## config.mk

```make
export PLATFORM = sky130hd
export DESIGN_NAME = self_com_slink_mon
export DESIGN_NICKNAME = d
export VERILOG_FILES = /design/src/rtl/self_com_slink_mon_pkg.sv /design/src/rtl/self_com_slink_wdog.sv /design/src/rtl/self_com_slink_mon.sv
export SDC_FILE = /design/constraint.sdc
export NUM_CORES = 1
export LEC_CHECK = 0
export CORE_ASPECT_RATIO = 1.75
export CORE_MARGIN = 4
export CORE_UTILIZATION = 30
export DETAILED_ROUTE_END_ITERATION = 10
export GPL_TIMING_DRIVEN = 0
export PLACE_DENSITY = 0.49
export SLEW_MARGIN = 20
export SYNTH_ARGS = -nofsm -noshare
export SYNTH_HDL_FRONTEND = slang
export SYNTH_SLANG_ARGS = --single-unit
export TNS_END_PERCENT = 100
```

## constraint.sdc

```tcl
create_clock -name clk_12_5m -period 6.29 [get_ports clk_12_5m]
set_clock_uncertainty 0.15 [all_clocks]
set_input_delay 0.629 -clock clk_12_5m [delete_from_list [all_inputs] [get_ports clk_12_5m]]
set_output_delay 0.629 -clock clk_12_5m [all_outputs]
set_load 0.005 [all_outputs]
```

## src/rtl/self_com_slink_mon_pkg.sv

```systemverilog
// Shared encodings for the SLINK link monitor: FSM states and error-cause codes,
// decoded identically by the diagnosis stage and register readback.
package self_com_slink_mon_pkg;

  typedef enum logic [1:0] {
    ST_IDLE      = 2'd0,
    ST_WAIT_SYNC = 2'd1,
    ST_LINK_OK   = 2'd2,
    ST_LINK_ERR  = 2'd3
  } mon_state_e;

  typedef enum logic [1:0] {
    CAUSE_NONE      = 2'd0,
    CAUSE_LINK_DOWN = 2'd1,
    CAUSE_TIMEOUT   = 2'd2,
    CAUSE_CRC       = 2'd3
  } err_cause_e;

  localparam logic [15:0] ERR_CNT_MAX = 16'hFFFF;

  function automatic logic [3:0] sat_inc4(input logic [3:0] v);
    return (v == 4'hF) ? v : v + 4'd1;
  endfunction

endpackage

```

## src/rtl/self_com_slink_wdog.sv

```systemverilog
// Saturating frame watchdog: counts cycles since the last clear and flags a
// timeout while saturated, unless a clear arrives in that same cycle.
module self_com_slink_wdog #(
  parameter int unsigned TIMEOUT_CYC = 1250
) (
  input  logic clk,
  input  logic rst_n,
  input  logic clr,
  output logic timeout
);

  localparam logic [15:0] SAT_VAL = 16'(TIMEOUT_CYC - 1);

  logic [15:0] cnt;

  // NOTE: sequential state uses non-blocking assignments so every flop samples
  // pre-edge values regardless of process evaluation order.
  always_ff @(posedge clk or negedge rst_n) begin
    if (!rst_n)              cnt <= '0;
    else if (clr)            cnt <= '0;
    else if (cnt != SAT_VAL) cnt <= cnt + 16'd1;
  end

  // A frame in the saturation cycle wins over the timeout.
  assign timeout = (cnt == SAT_VAL) && !clr;

endmodule

```

## src/rtl/self_com_slink_mon.sv

```systemverilog
// Receive-side SLINK link monitor with hysteresis. Optional error-entry counter
// enabled by defining SLINK_MON_ERR_CNT_EN (err_cnt reads 0 otherwise).
module self_com_slink_mon
  import self_com_slink_mon_pkg::*;
#(
  parameter int unsigned TIMEOUT_CYC = 1250,
  parameter int unsigned ERR_THR     = 3,
  parameter int unsigned RECOV_THR   = 4
) (
  input  logic        clk_12_5m,
  input  logic        rst_12_5m,
  input  logic        chn_enable,
  input  logic        link_up,
  input  logic        frame_vld,
  input  logic        frame_crc_ok,
  output logic        chn_slink_err,
  output logic [1:0]  err_cause,
  output logic [1:0]  mon_state,
  output logic [15:0] err_cnt
);

  localparam logic [3:0] ERR_T   = 4'(ERR_THR);
  localparam logic [3:0] RECOV_T = 4'(RECOV_THR);

  mon_state_e state, state_nxt;
  err_cause_e cause, cause_nxt, fault_cause;
  logic [3:0] bad_cnt, good_cnt, bad_nxt, good_nxt;
  logic       hold, timeout, fault, recover, err_nxt;

  self_com_slink_wdog #(.TIMEOUT_CYC(TIMEOUT_CYC)) u_wdog (
    .clk     (clk_12_5m),
    .rst_n   (rst_12_5m),
    .clr     (frame_vld || hold),
    .timeout (timeout)
  );

  // NOTE: every always_comb output gets a default first so no path infers a latch.
  always_comb begin
    hold     = (state == ST_IDLE) || !chn_enable;
    bad_nxt  = bad_cnt;
    good_nxt = good_cnt;
    if (frame_vld) begin
      if (frame_crc_ok) begin
        good_nxt = sat_inc4(good_cnt);
        bad_nxt  = '0;
      end else begin
        bad_nxt  = sat_inc4(bad_cnt);
        good_nxt = '0;
      end
    end
    if (timeout || !link_up) good_nxt = '0;
    if (hold) begin
      bad_nxt  = '0;
      good_nxt = '0;
    end

    // Thresholds are judged on the updated counts so the decision lands 1 clk after the frame.
    fault       = !link_up || timeout || (bad_nxt >= ERR_T);
    recover     = link_up && (good_nxt >= RECOV_T) && !fault;
    fault_cause = !link_up ? CAUSE_LINK_DOWN :
                  timeout  ? CAUSE_TIMEOUT   :
                  (bad_nxt >= ERR_T) ? CAUSE_CRC : CAUSE_NONE;

    state_nxt = state;
    cause_nxt = cause;
    unique case (state)
      ST_IDLE: begin
        state_nxt = ST_WAIT_SYNC;
        cause_nxt = CAUSE_NONE;
      end
      ST_WAIT_SYNC: begin
        if (recover) begin
          state_nxt = ST_LINK_OK;
          cause_nxt = CAUSE_NONE;
        end else begin
          cause_nxt = fault_cause;
        end
      end
      ST_LINK_OK: begin
        cause_nxt = CAUSE_NONE;
        if (fault) begin
          state_nxt = ST_LINK_ERR;
          cause_nxt = fault_cause;
        end
      end
      ST_LINK_ERR: begin
        if (recover) begin
          state_nxt = ST_LINK_OK;
          cause_nxt = CAUSE_NONE;
        end
      end
      default: begin
        state_nxt = ST_IDLE;
        cause_nxt = CAUSE_NONE;
      end
    endcase
    if (!chn_enable) begin
      state_nxt = ST_IDLE;
      cause_nxt = CAUSE_NONE;
    end
    err_nxt = (state_nxt == ST_WAIT_SYNC) || (state_nxt == ST_LINK_ERR);
  end

  always_ff @(posedge clk_12_5m or negedge rst_12_5m) begin
    if (!rst_12_5m) begin
      state         <= ST_IDLE;
      cause         <= CAUSE_NONE;
      bad_cnt       <= '0;
      good_cnt      <= '0;
      chn_slink_err <= 1'b0;
    end else begin
      state         <= state_nxt;
      cause         <= cause_nxt;
      bad_cnt       <= bad_nxt;
      good_cnt      <= good_nxt;
      chn_slink_err <= err_nxt;
    end
  end

  assign err_cause = cause;
  assign mon_state = state;

`ifdef SLINK_MON_ERR_CNT_EN
  logic [15:0] err_cnt_q;

  // Survives chn_enable=0; only reset clears the history.
  always_ff @(posedge clk_12_5m or negedge rst_12_5m) begin
    if (!rst_12_5m) begin
      err_cnt_q <= '0;
    end else if ((state == ST_LINK_OK) && (state_nxt == ST_LINK_ERR) &&
                 (err_cnt_q != ERR_CNT_MAX)) begin
      err_cnt_q <= err_cnt_q + 16'd1;
    end
  end

  assign err_cnt = err_cnt_q;
`else
  assign err_cnt = 16'h0000;
`endif

endmodule

```

==> results.json, run 1 <==
{
  "maxSlewViolCount": 0,
  "grt_max_degree": 29,
  "tns_ns": 0,
  "yosysWarnings": 0,
  "synth_cell_types": 41,
  "r2r_end": "mon_state[1]",
  "hpwl_um": 2780,
  "stdcell_area_um2": 2120,
  "worstReg2RegStart": "chn_slink_err",
  "initial_core_util": 0.309,
  "cp.required_ns": 6.31,
  "reg2reg_depth": 7,
  "fin_util": 0.361,
  "ff2ff_setup_slack_ns": 3.97,
  "yosysSeqAreaShare": 0.386,
  "syn_inst": 195,
  "setup_viol": 0,
  "dr_wl_met3_um": 94,
  "port_buffers": 10,
  "die_w_um": 66.8,
  "fp.dieH_um": 111,
  "vdd_ir_drop_max_mv": 0.0727,
  "p_per_area_nw_per_um2": 159,
  "wl_met1_um": 1370,
  "synthArstFlopShare": 1.00,
  "finalHoldViolCount": 0,
  "path_clk_slew_ns": 0.09,
  "io_pins": 27,
  "layout-drive-gt1-share": 0.147,
  "path_cells": "clkdlybuf4s50_1 -> and2b_1 -> nand2_1 -> a211oi_4 -> nor4_4 -> o311a_1",
  "synth_edf_count": 0,
  "synth.avg_cell_area_um2": 9.31,
  "areaGrowthSynthToFinish_pct": 16.7,
  "drcViolationCount": 0,
  "clk_latency_ns": 0.28,
  "p_switching_mw": 0.0801,
  "worst_setup_path_end_kind": "flip-flop",
  "startpoint_type": "primary input",
  "clockBufferDepth": 2,
  "firstDrtPassIters": 2,
  "relSlewSlack": 0.577,
  "drt_iter0_markers": 22,
  "maxCapViolations": 0,
  "cts_tree": "yes",
  "core_area_um2": 5880,
  "finalPower_mw": 0.337,
  "fillCellCount": 622,
  "power_switching_share": 0.238,
  "grt_use_total": 0.108,
  "htreeDepth": 1,
  "antenna_found_initial": 0,
  "synth-seq-cells": 28,
  "cts_root_buf": "clkbuf_8",
  "wl_met2_um": 2040,
  "die_area_um2": 7410,
  "worstPathMaxFanout": 5,
  "synth_flop_cell": "dfrtp_1",
  "num-nets-final": 240,
  "routed_wl_um": 3590,
  "postRouteAntennaNets": 0,
  "crit_family": "compound AO/OA/AOI/OAI gates",
  "grt_pass1_wl_um": 6420,
  "diodes": 0,
  "hold_buffers": 0,
  "grt_pass1_vias": 1394,
  "vias": 1350,
  "slowest_stage": "clkdlybuf4s50_1",
  "power_frac_comb": 0.122,
  "crit_type": "primary input to flip-flop",
  "worstMarginPinSlew_ns": 0.635,
  "detail_route.wl_per_cell_um": 11.9,
  "p_seq_frac": 0.545,
  "arrival_ns": 2.36,
  "cts_sinks": 28,
  "p_clk_frac": 0.332,
  "ctsResizeCount": 0,
  "fmax_mhz": 428,
  "min_period_ns": 2.34,
  "top_layer": "met4",
  "p_int_mw": 0.257,
  "place_area_um2": 2060,
  "cpPeakStageDelay_ns": 0.53,
  "post_cts_buffers": 0,
  "vias_per_cell": 4.47,
  "crit_buf_inv": 1,
  "gp_congestion": 0.752,
  "min_period_over_period": 0.371,
  "grt_overflow": 0,
  "cts_buffers": 3,
  "min_path_type": "primary input to async pin",
  "outcome": "finished, final reports clean",
  "rsz0062_at_grt": "no",
  "rows": 37,
  "p_leak_nw": 0.932,
  "syn_area_um2": 1820
}
-- placed cells by master (no fill, tap or decap), drive strengths merged --
| master | netlist | final |
|---|---|---|
| or2 | 1 | 1 |
| xor2 | 8 | 8 |
| nor2 | 24 | 24 |
| nand3 | 13 | 13 |
| o311a | 1 | 1 |
| nand3b | 1 | 1 |
| nor4 | 1 | 1 |
| and4 | 1 | 1 |
| nor2b | 1 | 1 |
| a31o | 2 | 2 |
| o311ai | 1 | 1 |
| xnor2 | 6 | 6 |
| clkdlybuf4s50 | 0 | 9 |
| a21boi | 1 | 1 |
| a21o | 1 | 1 |
| dfrtp | 28 | 28 |
| or3 | 2 | 2 |
| ha | 9 | 9 |
| nand4 | 5 | 5 |
| o21ai | 6 | 6 |
| o22ai | 1 | 1 |
| buf | 18 | 19 |
| o211ai | 2 | 2 |
| and4b | 1 | 1 |
| a211oi | 4 | 4 |
| and2b | 1 | 1 |
| nand2 | 12 | 12 |
| conb | 1 | 16 |
| nor3 | 7 | 7 |
| nand2b | 3 | 3 |
| and3 | 6 | 6 |
| a2bb2oi | 2 | 2 |
| mux2 | 1 | 1 |
| and4bb | 2 | 2 |
| inv | 9 | 9 |
| clkbuf | 4 | 8 |
| nor4b | 1 | 1 |
| a21oi | 8 | 8 |
-- cell usage after synthesis (2+ instances only) --
library cell   n  area [um2]
clkbuf_1       4        15.0
and3_1         6        37.5
nand2b_1       3        18.8
xor2_1         8        70.1
nor2_1        24        90.1
nand2_1       12        45.0
a2bb2oi_1      2        17.5
xnor2_1        6        52.6
nand3_1       13        65.1
buf_4         17         128
nand4_1        4        25.0
or3_1          2        12.5
nor3_1         7        35.0
o21ai_0        6        30.0
a21oi_1        8        40.0
and4bb_2       2        25.0
inv_1          9        33.8
a31o_2         2        17.5
ha_1           9         113
a211oi_1       3        22.5
dfrtp_1       28         701
-- per-stage QoR --
stage	hold slack [ns]	instances	worst slack [ns]
2_1_floorplan	0.183	210	4.24
3_3_place_gp	0.387	298	3.61
3_5_place_dp	0.402	298	3.64
4_1_cts	0.232	302	3.92
5_1_grt	0.254	302	3.81
6_report	0.208	302	3.95
-- area by class of cell --
class                   count  area, um2  share of cell area
plain buffers              22        148              0.0697
clock buffers               4       55.1              0.0260
inverters                   9       33.8              0.0159
multi-input cells         151        990               0.467
flip-flops and latches     28        701               0.331
well taps                  78       97.6              0.0460
repair buffers             10       95.1              0.0449
-- power by group through the flow --
| stage | clock network [mW] | registers [mW] | logic [mW] |
|---|---|---|---|
| detailed placement | 0 | 0.188 | 0.0414 |
| global placement | 0 | 0.188 | 0.0420 |
| floorplan | 0 | 0.187 | 0.0267 |
| CTS | 0.117 | 0.184 | 0.0416 |
| finish | 0.112 | 0.184 | 0.0412 |
| global route | 0.126 | 0.184 | 0.0467 |
-- sequential cells by signal, summed over array words and instances (netlist names) --
register and count:
mon_state 1, u_wdog.cnt 16, chn_slink_err 1, good_cnt 4
err_cause 2, bad_cnt 4
-- metal layers --
layer,vias up,track usage
met5,-,0
met4,0,0.0434
met3,7,0.0183
met2,15,0.201
met1,628,0.115
li1,700,-
-- worst register-to-register path, cell delays in order (launching register included) --
cell,delay (ns)
dfrtp_1,0.46
inv_1,0.11
ha_1,0.25
and2b_1,0.32
nand2_1,0.22
a211oi_4,0.31
nor4_4,0.10
o311a_1,0.30
-- worst max path at each step --
stage / start / to / slack [ns] / cells past startpoint
5_1_grt: chn_slink_err / u_wdog.cnt[4] / 3.81 / 7
3_3_place_gp: chn_enable / mon_state[1] / 3.61 / 6
2_1_floorplan: chn_slink_err / mon_state[1] / 4.24 / 7
4_1_cts: chn_slink_err / mon_state[1] / 3.92 / 7
3_5_place_dp: chn_enable / mon_state[1] / 3.64 / 6
6_report: chn_enable / mon_state[1] / 3.95 / 6
-- kinds of logic after synthesis --
family,synth area share
adders and majority gates,0.0620
AOI/OAI and AO/OA,0.119
xor gates and xnor gates,0.0675
other,0.00207
and+or+nand+nor,0.257
buffers and inverters,0.0999
muxes,0.00620
DFF,0.386
Power figures use the tool's default switching activity.
==> run 2, diff against run 1 <==
- PLACE_DENSITY: 0.49 -> 0.51
- clock period: 6.29 -> 1.98 ns (I/O delays scaled with it)
==> run 2 against run 1 <==
- via count rose by 4.6%
- combinational power grew to 3.9 times the previous value
- clock-buffer cell count fell by 1
- sequential power grew to 3.2 times the previous value
- critical path depth is the same
- non-clock buffer count is 11 higher
- critical endpoint unchanged
==> results.json, run 2 (synthesis gave the netlist of run 1 again) <==
{
  "diodes": 0,
  "seqCellArea_um2": 704,
  "gp_congestion": 0.732,
  "largest_reg_flops": 16,
  "outcome": "finished, final reports clean",
  "power_switching_share": 0.228,
  "critPathLaunch": "bad_cnt[0]",
  "cts_buffers": 3,
  "rsz0062_at_grt": "yes",
  "hold-worst-slack_ns": 0.326,
  "clk_latency_ns": 0.28,
  "clockBufferDepth": 2,
  "die_area_um2": 7410,
  "grt_max_degree": 29,
  "setup_viol": 0,
  "rows": 37,
  "slowest_stage": "dfrtp_2",
  "p_clk_frac": 0.385,
  "cp.required_ns": 2.00,
  "cts_sinks": 28,
  "path_cells": "ha_4 -> nand2b_4 -> a31o_4 -> a211oi_4 -> nor4_4 -> o311a_1",
  "crit_type": "flip-flop to flip-flop",
  "routed_wl_um": 3620,
  "grt_pass1_wl_um": 6340,
  "drt_iter0_markers": 39,
  "initial_core_util": 0.309,
  "regMostFlops": "u_wdog.cnt",
  "vdd_ir_drop_max_mv": 0.258,
  "min_path_type": "primary input to async pin",
  "areaGrowthSynthToFinish_pct": 25.2,
  "tns_ns": 0,
  "p_seq_frac": 0.483,
  "worstMarginPinSlew_ns": 0.645,
  "p_leak_nw": 1.00,
  "place_area_um2": 2070,
  "io_pins": 27,
  "p_int_mw": 0.928,
  "fillCellCount": 603,
  "min_period_ns": 1.98,
  "postRouteAntennaNets": 0,
  "layout-drive-gt1-share": 0.234,
  "fin_util": 0.386,
  "core_area_um2": 5880,
  "finalHoldViolCount": 0,
  "stdcell_area_um2": 2270,
  "cts_root_buf": "clkbuf_8",
  "worstReg2RegStart": "bad_cnt[0]",
  "grt_overflow": 0,
  "hpwl_um": 2690,
  "p_switching_mw": 0.274,
  "firstDrtPassIters": 4,
  "multiInputGateArea_um2": 1030,
  "top_regs": "u_wdog.cnt x16, bad_cnt x4, good_cnt x4",
  "vias": 1412,
  "worstPathMaxFanout": 4,
  "power_frac_comb": 0.132,
  "fp.dieH_um": 111,
  "final_common_cell": "buf_4",
  "p_per_area_nw_per_um2": 529,
  "antenna_found_initial": 0,
  "htreeDepth": 1,
  "min_period_over_period": 0.999,
  "startpoint_type": "flip-flop",
  "arrival_ns": 2.00,
  "grt_pass1_vias": 1439,
  "num-nets-final": 251,
  "detail_route.wl_per_cell_um": 11.6,
  "die_w_um": 66.8,
  "drcViolationCount": 0,
  "fmax_mhz": 505,
  "worst_setup_path_end_kind": "flip-flop",
  "relSlewSlack": 0.570,
  "port_buffers": 10,
  "path_clk_slew_ns": 0.10,
  "maxCapViolations": 0,
  "cpPeakStageDelay_ns": 0.44,
  "vias_per_cell": 4.51,
  "mostFrequentLayoutCells": "buf_4, dfrtp_1, nor2_1, conb_1, nand3_1",
  "grt_use_total": 0.107,
  "maxSlewViolCount": 0,
  "cts_tree": "yes"
}
==> run 2: cell count changes in the layout (fill, tap and decap cells not counted), sizes merged <==
cell         previous run  this run
dlygate4sd3             0         1
bufinv                  0         1
buf                    19        30
clkbuf                  8         6
==> run 2: final cells by class <==
| class | count | area share |
|---|---|---|
| repair buffers | 22 | 0.0826 |
| inverters | 9 | 0.0149 |
| plain buffers | 21 | 0.0639 |
| clock inverters | 1 | 0.0132 |
| multi-input cells | 151 | 0.454 |
| well taps | 78 | 0.0430 |
| flip-flops and latches | 28 | 0.310 |
| clock buffers | 3 | 0.0182 |
==> run 2: per-layer routing <==
layer,wire length (um),track usage
met4,68,0.0407
met1,1430,0.114
met3,87,0.0152
met2,2040,0.200
met5,0,0
==> run 2: per-stage QoR <==
step | cells | power (mW) | setup WS, ns
floorplan | 210 | 0.681 | 0.0141
detailed placement | 298 | 0.730 | -0.260
CTS | 308 | 1.21 | -0.000930
global route | 313 | 1.26 | -0.0688
global placement | 298 | 0.731 | -0.244
finish | 313 | 1.20 | 0.00139
==> run 2: power groups by stage <==
stage / clock network (mW) / registers (mW) / logic, mW
3_3_place_gp: 0 / 0.596 / 0.135
3_5_place_dp: 0 / 0.596 / 0.134
4_1_cts: 0.478 / 0.582 / 0.151
5_1_grt: 0.498 / 0.582 / 0.178
2_1_floorplan: 0 / 0.595 / 0.0860
6_report: 0.462 / 0.581 / 0.159
==> run 2: worst max-delay path, delay by kind of cell, from the launching register on <==
kind / cells / cell delay (ns)
AOI/OAI and AO/OA: 3 / 0.85
adders and majority gates: 1 / 0.28
DFF: 1 / 0.44
and+or+nand+nor: 2 / 0.13
==> run 2: final timing paths <==
path / to / slack, ns / cells after the start
min: u_wdog.cnt[8] / 0.33 / 2
max: mon_state[1] / 0.001 / 6
max in group asynchronous: chn_slink_err / 0.90 / 2
max reg2reg: mon_state[1] / 0.001 / 6
min reg2reg: u_wdog.cnt[15] / 0.41 / 2
min in group clk_12_5m: u_wdog.cnt[15] / 0.41 / 2
==> run 2: timing repair <==
item | CTS | global route
gates resized for setup | 7 | 3
endpoints found under the setup margin | 14 | 4
buffers inserted | 6 | 5
hold buffers | 1 | 0
endpoints found under the hold margin | 28 | 0
pin swaps | 4 | 4
